File: src/rtl/text_overlay_pkg.sv
// ---------------------------------------------------------------------------
// text_overlay_pkg
// Shared constants and types for the text overlay engine:
//   - glyph cell geometry (8 pixels wide, 16 lines high)
//   - the code written by a clear (ASCII space)
//   - the cell-store maintenance FSM state enumeration
// No ports; imported by text_overlay_engine and text_cell_ram.
// ---------------------------------------------------------------------------
package text_overlay_pkg;

  localparam int GLYPH_W = 8;
  localparam int GLYPH_H = 16;
  localparam int CODE_W  = 7;

  localparam logic [CODE_W-1:0] SPACE_CODE = 7'h20;

  typedef enum logic {
    CLEAR = 1'b0,
    IDLE  = 1'b1
  } state_e;

  // Address width for a store of n entries, never narrower than one bit.
  function automatic int addr_width(input int n);
    return (n > 2) ? $clog2(n) : 1;
  endfunction

endpackage

File: src/rtl/ascii_rom.sv
// ---------------------------------------------------------------------------
// ascii_rom
// 8x16 glyph ROM with a registered (1-cycle) read.
//   clk_i   in   clock
//   addr_i  in   {code[6:0], glyph_row[3:0]}
//   data_o  out  8 glyph pixels, bit 7 = leftmost pixel
// Carries letters A, E, H, I and T; every other printable code shows a box
// outline so unsupported characters remain visible. Control codes, space and
// DEL are blank.
// ---------------------------------------------------------------------------
module ascii_rom (
  input  logic        clk_i,
  input  logic [10:0] addr_i,
  output logic [7:0]  data_o
);

  logic [6:0] code;
  logic [3:0] row;
  logic [7:0] glyph;

  always_comb begin
    code  = addr_i[10:4];
    row   = addr_i[3:0];
    glyph = 8'h00;
    case (code)
      7'h41: case (row)            // A
        4'd2:  glyph = 8'h10;
        4'd3:  glyph = 8'h38;
        4'd4:  glyph = 8'h6C;
        4'd5, 4'd6, 4'd8, 4'd9, 4'd10, 4'd11: glyph = 8'hC6;
        4'd7:  glyph = 8'hFE;
        default: glyph = 8'h00;
      endcase
      7'h45: case (row)            // E
        4'd2, 4'd11: glyph = 8'hFE;
        4'd3, 4'd10: glyph = 8'h66;
        4'd4, 4'd9:  glyph = 8'h62;
        4'd5, 4'd7:  glyph = 8'h68;
        4'd6:        glyph = 8'h78;
        4'd8:        glyph = 8'h60;
        default:     glyph = 8'h00;
      endcase
      7'h48: case (row)            // H
        4'd2, 4'd3, 4'd4, 4'd5, 4'd7, 4'd8, 4'd9, 4'd10, 4'd11: glyph = 8'hC6;
        4'd6:    glyph = 8'hFE;
        default: glyph = 8'h00;
      endcase
      7'h49: case (row)            // I
        4'd2, 4'd11: glyph = 8'h3C;
        4'd3, 4'd4, 4'd5, 4'd6, 4'd7, 4'd8, 4'd9, 4'd10: glyph = 8'h18;
        default: glyph = 8'h00;
      endcase
      7'h54: case (row)            // T
        4'd2, 4'd3: glyph = 8'h7E;
        4'd4:       glyph = 8'h5A;
        4'd5, 4'd6, 4'd7, 4'd8, 4'd9, 4'd10: glyph = 8'h18;
        4'd11:      glyph = 8'h3C;
        default:    glyph = 8'h00;
      endcase
      default: begin
        if (code > 7'h20 && code < 7'h7F) begin
          if (row == 4'd2 || row == 4'd11)    glyph = 8'hFE;
          else if (row > 4'd2 && row < 4'd11) glyph = 8'h82;
        end
      end
    endcase
  end

  always_ff @(posedge clk_i) begin
    data_o <= glyph;
  end

endmodule

File: src/rtl/text_cell_ram.sv
// ---------------------------------------------------------------------------
// text_cell_ram
// Character cell store: one synchronous write port, one synchronous read
// port with 1-cycle latency. No reset on the array so it maps to block RAM.
//   clk_i    in   clock
//   we_i     in   write enable
//   waddr_i  in   write address (row*COLS + col)
//   wdata_i  in   character code to store
//   raddr_i  in   read address
//   rdata_o  out  code at raddr_i, one cycle later
// ---------------------------------------------------------------------------
module text_cell_ram
  import text_overlay_pkg::*;
#(
  parameter int DEPTH  = 128,
  parameter int ADDR_W = 7,
  parameter int DATA_W = CODE_W
) (
  input  logic              clk_i,
  input  logic              we_i,
  input  logic [ADDR_W-1:0] waddr_i,
  input  logic [DATA_W-1:0] wdata_i,
  input  logic [ADDR_W-1:0] raddr_i,
  output logic [DATA_W-1:0] rdata_o
);

  logic [DATA_W-1:0] mem_q [DEPTH];
  logic [DATA_W-1:0] rdata_q;

  always_ff @(posedge clk_i) begin
    if (we_i) mem_q[waddr_i] <= wdata_i;
    rdata_q <= mem_q[raddr_i];
  end

  assign rdata_o = rdata_q;

endmodule

File: src/rtl/text_overlay_engine.sv
// ---------------------------------------------------------------------------
// text_overlay_engine
// Renders a COLS x ROWS window of 8x16 characters onto a VGA pixel stream,
// with a write port into the cell store, a clear command and a blinking
// inverse-video cursor.
//   clk_i, reset_ni                  pixel clock, synchronous active-low reset
//   x_i, y_i                         current pixel coordinate
//   video_on_i, hsync_i, vsync_i     timing aligned with x_i/y_i
//   wr_valid_i / wr_ready_o          cell write handshake
//   wr_col_i, wr_row_i, wr_char_i    write target and code
//   wr_err_o                         pulse after an accepted out-of-range write
//   clear_i                          pulse: fill every cell with a space
//   busy_o                           high while a clear runs
//   cursor_en_i, cursor_col_i, cursor_row_i   cursor control
//   rgb_o, hsync_o, vsync_o          video out, 3 cycles after x_i/y_i
// ---------------------------------------------------------------------------
module text_overlay_engine
  import text_overlay_pkg::*;
#(
  parameter int          ORIGIN_X   = 80,
  parameter int          ORIGIN_Y   = 80,
  parameter int          COLS       = 16,
  parameter int          ROWS       = 8,
  parameter logic [11:0] FG         = 12'hFFF,
  parameter logic [11:0] BG         = 12'h008,
  parameter int          BLINK_LOG2 = 5
) (
  input  logic        clk_i,
  input  logic        reset_ni,
  input  logic [9:0]  x_i,
  input  logic [9:0]  y_i,
  input  logic        video_on_i,
  input  logic        hsync_i,
  input  logic        vsync_i,
  input  logic        wr_valid_i,
  output logic        wr_ready_o,
  input  logic [6:0]  wr_col_i,
  input  logic [4:0]  wr_row_i,
  input  logic [6:0]  wr_char_i,
  input  logic        clear_i,
  input  logic        cursor_en_i,
  input  logic [6:0]  cursor_col_i,
  input  logic [4:0]  cursor_row_i,
  output logic        busy_o,
  output logic        wr_err_o,
  output logic [11:0] rgb_o,
  output logic        hsync_o,
  output logic        vsync_o
);

  localparam int CELLS  = COLS * ROWS;
  localparam int ADDR_W = addr_width(CELLS);
  localparam int FC_W   = BLINK_LOG2 + 1;

  localparam logic [ADDR_W-1:0] LAST_ADDR = ADDR_W'(CELLS - 1);
  localparam logic [10:0] X_LO = 11'(ORIGIN_X);
  localparam logic [10:0] X_HI = 11'(ORIGIN_X + GLYPH_W * COLS);
  localparam logic [10:0] Y_LO = 11'(ORIGIN_Y);
  localparam logic [10:0] Y_HI = 11'(ORIGIN_Y + GLYPH_H * ROWS);
  localparam logic [12:0] COLS_L = 13'(COLS);
  localparam logic [7:0]  COLS_C = 8'(COLS);
  localparam logic [5:0]  ROWS_C = 6'(ROWS);

  function automatic logic [ADDR_W-1:0] cell_addr(input logic [6:0] col,
                                                   input logic [5:0] row);
    logic [12:0] lin;
    lin = 13'(row) * COLS_L + 13'(col);
    return lin[ADDR_W-1:0];
  endfunction

  // Inverse video is an XOR of the glyph bit with the cursor hit.
  function automatic logic [11:0] pixel_colour(input logic       vld,
                                               input logic       win,
                                               input logic       cur,
                                               input logic [7:0] glyph,
                                               input logic [2:0] xbit);
    logic on;
    on = glyph[~xbit] ^ cur;
    if (!vld)      return 12'h000;
    else if (!win) return BG;
    else           return on ? FG : BG;
  endfunction

  // Control: clear FSM, write port, frame counter
  state_e            state_q, state_d;
  logic [ADDR_W-1:0] clr_addr_q, clr_addr_d;
  logic              wr_err_q;
  logic              vs_prev_q;
  logic [FC_W-1:0]   frame_q;

  logic              wr_in_range, wr_fire;
  logic              ram_we;
  logic [ADDR_W-1:0] ram_waddr;
  logic [CODE_W-1:0] ram_wdata;

  always_ff @(posedge clk_i) begin
    if (!reset_ni) begin
      state_q    <= CLEAR;
      clr_addr_q <= '0;
      wr_err_q   <= 1'b0;
      vs_prev_q  <= 1'b1;
      frame_q    <= '0;
    end else begin
      state_q    <= state_d;
      clr_addr_q <= clr_addr_d;
      wr_err_q   <= wr_fire & ~wr_in_range;
      vs_prev_q  <= vsync_i;
      if (vs_prev_q && !vsync_i) frame_q <= frame_q + FC_W'(1);
    end
  end

  always_comb begin
    state_d    = state_q;
    clr_addr_d = clr_addr_q;
    case (state_q)
      CLEAR: begin
        if (clear_i) begin
          clr_addr_d = '0;
        end else if (clr_addr_q == LAST_ADDR) begin
          state_d    = IDLE;
          clr_addr_d = '0;
        end else begin
          clr_addr_d = clr_addr_q + ADDR_W'(1);
        end
      end
      IDLE: begin
        if (clear_i) begin
          state_d    = CLEAR;
          clr_addr_d = '0;
        end
      end
      default: begin
        state_d    = CLEAR;
        clr_addr_d = '0;
      end
    endcase
  end

  // Reset is folded in so the handshake outputs are defined before the
  // first clock edge of a reset.
  assign busy_o      = ~reset_ni | (state_q == CLEAR);
  assign wr_ready_o  = reset_ni & (state_q == IDLE) & ~clear_i;
  assign wr_err_o    = wr_err_q;

  assign wr_in_range = ({1'b0, wr_col_i} < COLS_C) && ({1'b0, wr_row_i} < ROWS_C);
  assign wr_fire     = wr_valid_i & wr_ready_o;

  always_comb begin
    ram_we    = 1'b0;
    ram_waddr = cell_addr(wr_col_i, {1'b0, wr_row_i});
    ram_wdata = wr_char_i;
    if (state_q == CLEAR) begin
      ram_we    = 1'b1;
      ram_waddr = clr_addr_q;
      ram_wdata = SPACE_CODE;
    end else if (wr_fire && wr_in_range) begin
      ram_we = 1'b1;
    end
  end

  // Stage 0: window decode and cell lookup
  logic [9:0]        dx, dy;
  logic [6:0]        col;
  logic [5:0]        row;
  logic              in_win, cur_hit;
  logic [ADDR_W-1:0] ram_raddr;
  logic [CODE_W-1:0] cell_code;

  assign dx     = x_i - 10'(ORIGIN_X);
  assign dy     = y_i - 10'(ORIGIN_Y);
  assign col    = dx[9:3];
  assign row    = dy[9:4];
  assign in_win = ({1'b0, x_i} >= X_LO) && ({1'b0, x_i} < X_HI) &&
                  ({1'b0, y_i} >= Y_LO) && ({1'b0, y_i} < Y_HI);
  assign cur_hit = cursor_en_i & frame_q[FC_W-1] & in_win &
                   (col == cursor_col_i) & (row == {1'b0, cursor_row_i});
  // Outside the window the lookup result is discarded; park the address.
  assign ram_raddr = in_win ? cell_addr(col, row) : '0;

  text_cell_ram #(
    .DEPTH  (CELLS),
    .ADDR_W (ADDR_W),
    .DATA_W (CODE_W)
  ) u_cells (
    .clk_i   (clk_i),
    .we_i    (ram_we),
    .waddr_i (ram_waddr),
    .wdata_i (ram_wdata),
    .raddr_i (ram_raddr),
    .rdata_o (cell_code)
  );

  logic       vld_p0, hs_p0, vs_p0, win_p0, cur_p0;
  logic [3:0] grow_p0;
  logic [2:0] xbit_p0;

  always_ff @(posedge clk_i) begin
    if (!reset_ni) begin
      vld_p0  <= 1'b0;
      hs_p0   <= 1'b1;
      vs_p0   <= 1'b1;
      win_p0  <= 1'b0;
      cur_p0  <= 1'b0;
      grow_p0 <= '0;
      xbit_p0 <= '0;
    end else begin
      vld_p0  <= video_on_i;
      hs_p0   <= hsync_i;
      vs_p0   <= vsync_i;
      win_p0  <= in_win;
      cur_p0  <= cur_hit;
      grow_p0 <= dy[3:0];
      xbit_p0 <= dx[2:0];
    end
  end

  // Stage 1: glyph ROM read
  logic [7:0] rom_data;

  ascii_rom u_rom (
    .clk_i  (clk_i),
    .addr_i ({cell_code, grow_p0}),
    .data_o (rom_data)
  );

  logic       vld_p1, hs_p1, vs_p1, win_p1, cur_p1;
  logic [2:0] xbit_p1;

  always_ff @(posedge clk_i) begin
    if (!reset_ni) begin
      vld_p1  <= 1'b0;
      hs_p1   <= 1'b1;
      vs_p1   <= 1'b1;
      win_p1  <= 1'b0;
      cur_p1  <= 1'b0;
      xbit_p1 <= '0;
    end else begin
      vld_p1  <= vld_p0;
      hs_p1   <= hs_p0;
      vs_p1   <= vs_p0;
      win_p1  <= win_p0;
      cur_p1  <= cur_p0;
      xbit_p1 <= xbit_p0;
    end
  end

  // Stage 2: bit select and colour mux
  logic [11:0] rgb_d, rgb_p2;
  logic        hs_p2, vs_p2;

  assign rgb_d = pixel_colour(vld_p1, win_p1, cur_p1, rom_data, xbit_p1);

  always_ff @(posedge clk_i) begin
    if (!reset_ni) begin
      rgb_p2 <= 12'h000;
      hs_p2  <= 1'b1;
      vs_p2  <= 1'b1;
    end else begin
      rgb_p2 <= rgb_d;
      hs_p2  <= hs_p1;
      vs_p2  <= vs_p1;
    end
  end

  assign rgb_o   = rgb_p2;
  assign hsync_o = hs_p2;
  assign vsync_o = vs_p2;

endmodule

File: config.mk
export PLATFORM = sky130hd
export DESIGN_NAME = text_overlay_engine
export DESIGN_NICKNAME = d
export VERILOG_FILES = /design/src/rtl/text_overlay_pkg.sv /design/src/rtl/ascii_rom.sv /design/src/rtl/text_cell_ram.sv /design/src/rtl/text_overlay_engine.sv
export SDC_FILE = /design/constraint.sdc
export NUM_CORES = 1
export LEC_CHECK = 0
export CORE_UTILIZATION = 40
export CTS_BUF_LIST = sky130_fd_sc_hd__clkbuf_2 sky130_fd_sc_hd__clkbuf_4 sky130_fd_sc_hd__clkbuf_8
export CTS_CLUSTER_DIAMETER = 80
export DETAILED_ROUTE_END_ITERATION = 12
export SYNTH_ARGS = -nofsm -noshare
export SYNTH_HDL_FRONTEND = slang
export SYNTH_HIERARCHICAL = 1
export SYNTH_SLANG_ARGS = --single-unit
File: constraint.sdc
create_clock -name clk_i -period 5.7 [get_ports clk_i]
set_input_delay 0.855 -clock clk_i [delete_from_list [all_inputs] [get_ports clk_i]]
set_output_delay 0.855 -clock clk_i [all_outputs]
set_load 0.01 [all_outputs]
==> flow_results.org, run 1 <==
** Pwr
- Across the VDD grid, the largest voltage drop is 0.180 mV.
- The analysis attributes to net switching a power of 2.76 mW.
- Net switching is 20.3% of the power.
- In this run the power density over the cells is 310 nW/um^2.
- The internal power of the cells totals 10.8 mW.
- In this run the static leakage power is 15.1 nW.
- Fraction of power consumed by combinational cells :: 2.1%
- Register share of total power :: 55.7%
- Clock Power Share :: 42.1%

** Critical path
- The worst register-to-register path ends at u_cells/mem_q[46][1].
- Worst setup path startpoint :: y_i[4]
- Data on the critical path arrives at its endpoint at 5.28 ns.
- The critical path is of the in2reg type.
- Counting cells, the worst reg-to-reg path comes to 5.
- CP Max Fanout :: 21
- For this run, the slowest stage of the critical path takes 0.58 ns.
- Worst setup path endpoint :: u_cells/rdata_o[0]
- The slowest stage of the critical path belongs to the cell mux4_2.
- Cell depth of the worst setup path :: 14
- Across all register-to-register paths, the minimum setup slack is 1.80 ns.
- Critical path data required time :: 6.39 ns
- The most numerous cell type found on the critical path is mux4_2.
- Sort of element at the end of the critical path :: register
- Cell-by-cell listing of the critical path :: clkdlybuf4s50_1 -> inv_1 -> ha_1 -> nor2b_1 -> a311oi_1 -> a21oi_1 -> nand4_1 -> nor2_4 -> buf_12 -> buf_12 -> mux4_2 -> mux4_2 -> mux4_2 -> mux2_2
- The critical path contains buffers and inverters numbering 4 combined.
- In this run the critical register-to-register path is launched from state_q.
- STA classifies the critical path startpoint as an input port.
- Kind of cell adding the most delay to the critical path :: multiplexers

** Drt
- Wirelength, routed :: 89.1 mm
- After detailed routing, the average wire length per cell comes to 26.2 um.
- Total number of vias :: 18700
- After detailed routing, the number of vias per cell comes to 5.51.
- The count of nets left with antenna violations once routing finished came out at 0.
- For this run, design rule violations remaining after detail routing come to 0.
- First-pass iteration count of the detailed router :: 5
- Number of design-rule violations left by the first detailed-router iteration :: 1762

** STA
- On the final layout, the worst clock skew is 0.0447 ns.
- Setup_tns :: 0 ns
- Final setup vio count :: 0
- Based on the critical path, the design can be clocked at up to 218 MHz.
- Setup repair after global routing missed its margin :: false
- Worst max-slew margin expressed relative to the limit :: 27.4%
- Worst hold slack after final layout :: 0.409 ns
- The worst path needs 4.59 ns of the cycle, external delays included.
- Total count of hold-check failures in the final report :: 0
- Once routing completed, OpenROAD measured the worst setup slack at 1.11 ns.
- The max-slew violation count came to 0.
- The worst path uses 80.6% of the clock period.
- Actual transition at the worst max-transition pin :: 1.09 ns

** Die
- Floorplan Core Area :: 93300 sq um
- The die covers 95500 sq um.
- Boundary Pins :: 76
- Initial Utilization :: 40.4%
- Die extent in y :: 309 um
- Die width :: 309 um
- The floorplan has 112 rows.

** Global route
- Maximum number of pins on one net before global-route repair :: 79
- Number of global-route vias before repair :: 19100
- Initial antenna violation count :: 1
- Summed over all layers, the global routing overflow is 0.
- All-layer global routing usage :: 19.1%
- The first global-routing pass estimated 131 mm of wire.

** Outcome
- The run finished with clean final reports.

** Clock tree
- CTS resizes :: 0
- TritonCTS built the clock tree.
- H-tree levels :: 4
- Reg clk slew, reported paths :: 0.06 ns
- The clock net in this run drives a total of 949 sinks.
- After clock tree synthesis, the setup repair step added 0 buffers.
- In this run, CTS created clock tree buffers numbering 149.
- For the worst-skew pair, the clock arrives at the later sink with an insertion delay of 0.80 ns.
- Hold_buf cts :: 0
- Max clock buf depth :: 3
- Clk Tree Root Cell :: clkbuf_8

** Final layout
- After the last flow step, the layout net total stands at 2108.
- Fin util :: 46.8%
- Layout overhead on the synthesized area :: 15.9%
- Cells with a size suffix above 1 make up 32.2% of the layout.

** Synth
- For this run, the leading register cell type out of synthesis is edfxtp_1.
- Register area share after synthesis :: 74.1%
- Count of mapped cells out of synthesis :: 1786
- Post-synth design cell area :: 37700 sq um
- Ranking of synthesized cells by area :: edfxtp_1, mux4_2, dfxtp_1, nor2_1, buf_4
- Counting flops with an async set or reset pin after synthesis yields a share of 0%.
- The Yosys step of the flow raised 6 warnings.
- Count of different cell masters after synthesis :: 59
- Counting flops with a built-in enable in the synthesized netlist gives 896.
- By instance count, the leading cell after synthesis is edfxtp_1.
- Dividing the synthesized area by the synthesized cell count gives 21.1 sq um.
- Synthesis inferred 949 register bits.
- Post-Synthesis Net Count :: 1863
- Summed over its instances, the top area cell type makes up 71.3% of the synthesized netlist area.
- Cell type with the highest aggregate area in the netlist :: edfxtp_1
- Most used standard cells in the synthesized netlist :: edfxtp_1, mux4_2, nor2_1, clkbuf_1, dfxtp_1

** Placement
- Prior to clock tree synthesis, the placed netlist has a worst setup slack of 0.304 ns.
- During placement, the flow inserted port buffers numbering 75.
- The congestion estimate from routability-driven global placement came to 0.801.
- Post-detailed-placement half-perimeter wirelength :: 55.4 mm

** Min path
- Along the worst hold path, the cell count comes to 1.
- Min-delay worst type :: reg2reg

** Flow run
- Number of maximum-capacitance constraint violations :: 0
-- routing by layer --
| metal | part of all wire, % | GRT usage, % | vias up |
|---|---|---|---|
| li1 | - | - | 7888 |
| met1 | 42 | 26.1 | 9964 |
| met2 | 48 | 29.9 | 753 |
| met3 | 8.0 | 4.78 | 140 |
| met4 | 2.5 | 6.56 | 0 |
| met5 | 0 | 0 | - |
-- placed cells by master (no fill, tap or decap), types with 15 or more instances in the layout --
cell             synthesis  routed
clkbuf_8                 0     155
edfxtp_1               896     896
buf_4                   27      98
and2_1                  21      15
clkinv_2                 0      16
nor2_1                 157     152
nand2_1                 30      30
clkinv_1                 0      25
mux4_2                 296     296
inv_1                   17      17
clkbuf_4                 0      56
ha_1                    16      16
nand3_1                 19      19
clkdlybuf4s50_1          0      75
xnor2_1                 17      17
dfxtp_1                 53      53
buf_12                   0      19
o21ai_0                 15      15
-- flip-flops by register name (all words and copies together), names as in the netlist, 2 cells and up --
signal,count
u_cells/mem_q,896
rgb_o,2
xbit_p1,3
frame_q,6
grow_p0,4
u_cells/rdata_o,7
u_rom/data_o,7
clr_addr_q,7
xbit_p0,3
-- layout make-up --
type,count,area (sq um)
Fill cell,7764,49600
Sequential cell,949,28000
Multi-Input combinational cell,722,9260
Clock buffer,211,2550
Timing Repair Buffer,192,1870
Tap cell,1254,1570
Clock inverter,57,423
Inverter,17,63.8
Antenna cell,2,5.00
-- cells by family after synthesis --
kind of cell | synth area share, %
AO/OA/AOI/OAI | 1.06
XOR/XNOR | 0.673
adder cells (fa/ha/maj) | 0.637
buffers and inverters | 1.45
flip-flops | 74.1
multiplexers | 18.2
other | 0.00994
AND/OR/NAND/NOR | 3.86
-- power by group through the flow --
stage	sequential, mW	clock (mW)	combinational, mW
after floorplan	7.69	0	0.165
after detailed placement	7.70	0	0.285
final	7.56	5.71	0.287
after global placement	7.70	0	0.284
after global routing	7.55	6.15	0.308
after CTS	7.56	5.86	0.288
-- worst min-delay path by stage --
| stage | endpoint | from | slack, ns |
|---|---|---|---|
| floorplan | hs_p1 | hs_p0 | 0.39 |
| finish | vsync_o | vs_p1 | 0.41 |
| CTS | vsync_o | vs_p1 | 0.41 |
| detailed placement | vsync_o | vs_p1 | 0.39 |
| global placement | vsync_o | vs_p1 | 0.39 |
| global route | vsync_o | vs_p1 | 0.43 |
-- per-stage QoR --
stage / instances / area (sq um) / total power [mW]
detailed placement: 3134 / 40700 / 7.99
floorplan: 1786 / 37700 / 7.85
global placement: 3134 / 40700 / 7.98
finish: 3404 / 43700 / 13.6
global route: 3403 / 43700 / 14.0
CTS: 3402 / 43700 / 13.7
Note: power is estimated with default switching activity, not from simulation.
==> run 2, diff against run 1 <==
==> constraint.sdc (replaced) <==
create_clock -name clk_i -period 3.95 [get_ports clk_i]
set_input_delay 0.5925 -clock clk_i [delete_from_list [all_inputs] [get_ports clk_i]]
set_output_delay 0.5925 -clock clk_i [all_outputs]
set_load 0.01 [all_outputs]
==> run 2 against run 1 <==
Clock skew up 0.0085 ns. Utilization is 1.7 points higher. Highest routed layer unchanged. Sequential power is 44% higher. Non-clock buffer count increased by 154. Final cell count grew 4.8%. Hold slack worse by 0.073 ns. Clock power is 43% higher. Critical endpoint unchanged.
==> flow_results.org, run 2 (same netlist as run 1, synthesis figures left out) <==
** Outcome
- Outcome :: finished, final reports clean

** Critical path
- The critical path in this run is classified as in2reg.
- Library cell contributing the largest single delay on the critical path :: mux4_2
- Across all register-to-register paths, the minimum setup slack is 1.15 ns.
- The worst setup path is launched from an input port.
- Critical path data required time :: 4.69 ns
- For the worst setup path, the data arrival time is 4.63 ns.
- Cell-by-cell listing of the critical path :: clkdlybuf4s50_1 -> inv_1 -> ha_1 -> nor2b_2 -> a311oi_1 -> a21oi_1 -> nand4_1 -> nor2_4 -> buf_6 -> buf_12 -> clkbuf_16 -> buf_4 -> mux4_2 -> mux4_2 -> mux4_2 -> mux2_2
- Counting stages on the worst path, the most repeated cell is mux4_2.
- The worst setup path is captured at a register.
- CP Max Fanout :: 9
- Grouping stages by cell kind, the critical path spends the most delay in multiplexers.
- The number of buffers and inverters on the critical path is 6.
- Delay contributed by the slowest stage of the critical path :: 0.56 ns

** STA
- Worst path setup slack after routing :: 0.0552 ns
- Fin. max-slew vios :: 0
- For the final database, setup skew stands at 0.0532 ns.
- In the finished design, the share of the clock period the worst path needs comes to 98.6%.
- In this run the tightest slew margin relative to its limit is 35.2%.
- Max frequency :: 257 MHz
- Total count of hold-check failures in the final report :: 0
- For the finished layout, the period the worst path requires is 3.89 ns.
- For the final routed database, the setup TNS stands at 0 ns.
- At the pin with the least slew margin, the transition time is 0.971 ns.
- Setup violations remaining at the end of the flow were counted as 0.

** Clock tree
- The longest clock path from root to sink contains 3 buffers.
- H-tree levels :: 4
- Number of buffers created by CTS :: 154
- TritonCTS clock tree :: built
- Reg clk slew, reported paths :: 0.06 ns
- Clock latency on the worst-skew pair, taken at its later pin, is 0.85 ns.
- Counting every sink on the clock net gives 949.
- The cell sitting at the root of the clock tree is a clkbuf_8.

** Die
- Pin placement for this block handled 76 I/O pins.
- Floorplan Core Area :: 93300 sq um
- Once the floorplan was initialized, standard cells occupied 40.4% of the core.
- From bottom edge to top edge, the die measures 309 um.
- The floorplan has 112 rows.
- Die outline area :: 95500 sq um
- Die width :: 309 um

** Global route
- The first global-routing pass estimated 131 mm of wire.
- The via count of the first global-routing pass was 19700.
- The number of antenna violations at the first check in global routing is 2.
- All-layer global routing usage :: 18.9%
- After global routing the overflow that remains totals 0.
- Maximum number of pins on one net before global-route repair :: 83

** Drt
- Summed over all layers, the routed wires come to 89.1 mm.
- After detailed routing, the average wire length per cell comes to 25.0 um.
- Total number of vias :: 19200
- DRC violations left :: 0
- Avg Vias per Cell :: 5.37
- Residual antenna-violating net count after detailed routing :: 0
- Number of design-rule violations left by the first detailed-router iteration :: 1890
- The first detailed-routing pass ran for 5 iterations.

** Placement
- Buffers placed on the I/O ports in this run total 75.
- Post-Place Worst Slack :: -0.784 ns
- Post-detailed-placement half-perimeter wirelength :: 58.2 mm
- Routability cong. :: 0.854

** Final layout
- The multi-input combinational cells in the finished layout cover a total of 9270 sq um.
- Across the whole layout, storage elements account for 28000 sq um.
- Fin util :: 48.5%
- Top register by number of flip-flops :: u_cells/mem_q
- In the final layout, the share of cells above drive strength 1 is 36.5%.
- Final net count :: 2267
- In the layout the commonest cells are edfxtp_1, mux4_2, buf_4.
- Layout overhead on the synthesized area :: 20.0%
- Flip-flop count of the largest register after layout :: 896
- The layout has 7648 filler cells.
- Most frequent standard cell in the layout excluding fill and tap cells :: edfxtp_1

** Flow run
- Number of maximum-capacitance constraint violations :: 0

** Pwr
- Total power for the finished layout comes to 19.5 mW.
- Power Density :: 431 nW/um^2
- Summed over all cells, the static leakage comes to 13.3 nW.
- Worst voltage drop across the vdd grid :: 0.338 mV

** Min path
- Min-delay worst type :: in2reg
-- run 2: tightest hold or removal path, delay by kind of cell --
| family | cells | cell delay, ns |
|---|---|---|
| AND/OR/NAND/NOR | 1 | 0.06 |
| buffers and inverters | 1 | 0.42 |
| AO/OA/AOI/OAI | 1 | 0.04 |
-- run 2: cell type report --
type / instances / area share (%)
flip-flops and latches: 949 / 61.8
multi-input cells: 722 / 20.5
repair buffers: 346 / 7.57
clock buffers: 206 / 5.61
well taps: 1254 / 3.47
clock inverters: 69 / 0.942
inverters: 17 / 0.141
diodes: 3 / 0.0166
-- run 2: layer usage --
layer | share of wire, % | GRT usage, %
met1 | 43 | 26.5
met2 | 49 | 30.4
met3 | 6.8 | 3.87
met4 | 1.4 | 4.67
met5 | 0 | 0
-- run 2: path summary, 6_finish.rpt --
check / start / end / cells after the start
hold / removal: wr_valid_i / wr_err_o / 3
hold reg to reg: hs_p1 / hsync_o / 1
setup reg to reg: state_q / u_cells/mem_q[22][0] / 8
setup / recovery: y_i[4] / u_cells/rdata_o[0] / 16
-- run 2: timing repair --
| action | 4_1_cts | 5_1_grt |
|---|---|---|
| endpoints found under the setup margin | 0 | 7 |
| buffers inserted | 0 | 14 |
| resized for setup | 0 | 12 |
| hold buffers | 0 | 0 |
| endpoints found under the hold margin | 0 | 0 |
-- run 2: per-stage QoR --
stage	hold slack (ns)	cell area, sq um	cells
final	0.336	45300	3566
after global routing	0.307	45300	3566
after global placement	0.391	42000	3270
after CTS	0.281	45000	3545
after floorplan	0.386	37800	1786
after detailed placement	0.394	42000	3270
-- run 2: power breakdown --
part / switching [mW] / internal (mW) / leakage, nW
registers: 0.0333 / 10.9 / 7.72
clock network: 3.88 / 4.29 / 1.57
logic: 0.216 / 0.234 / 4.01
total: 4.13 / 15.4 / 13.3
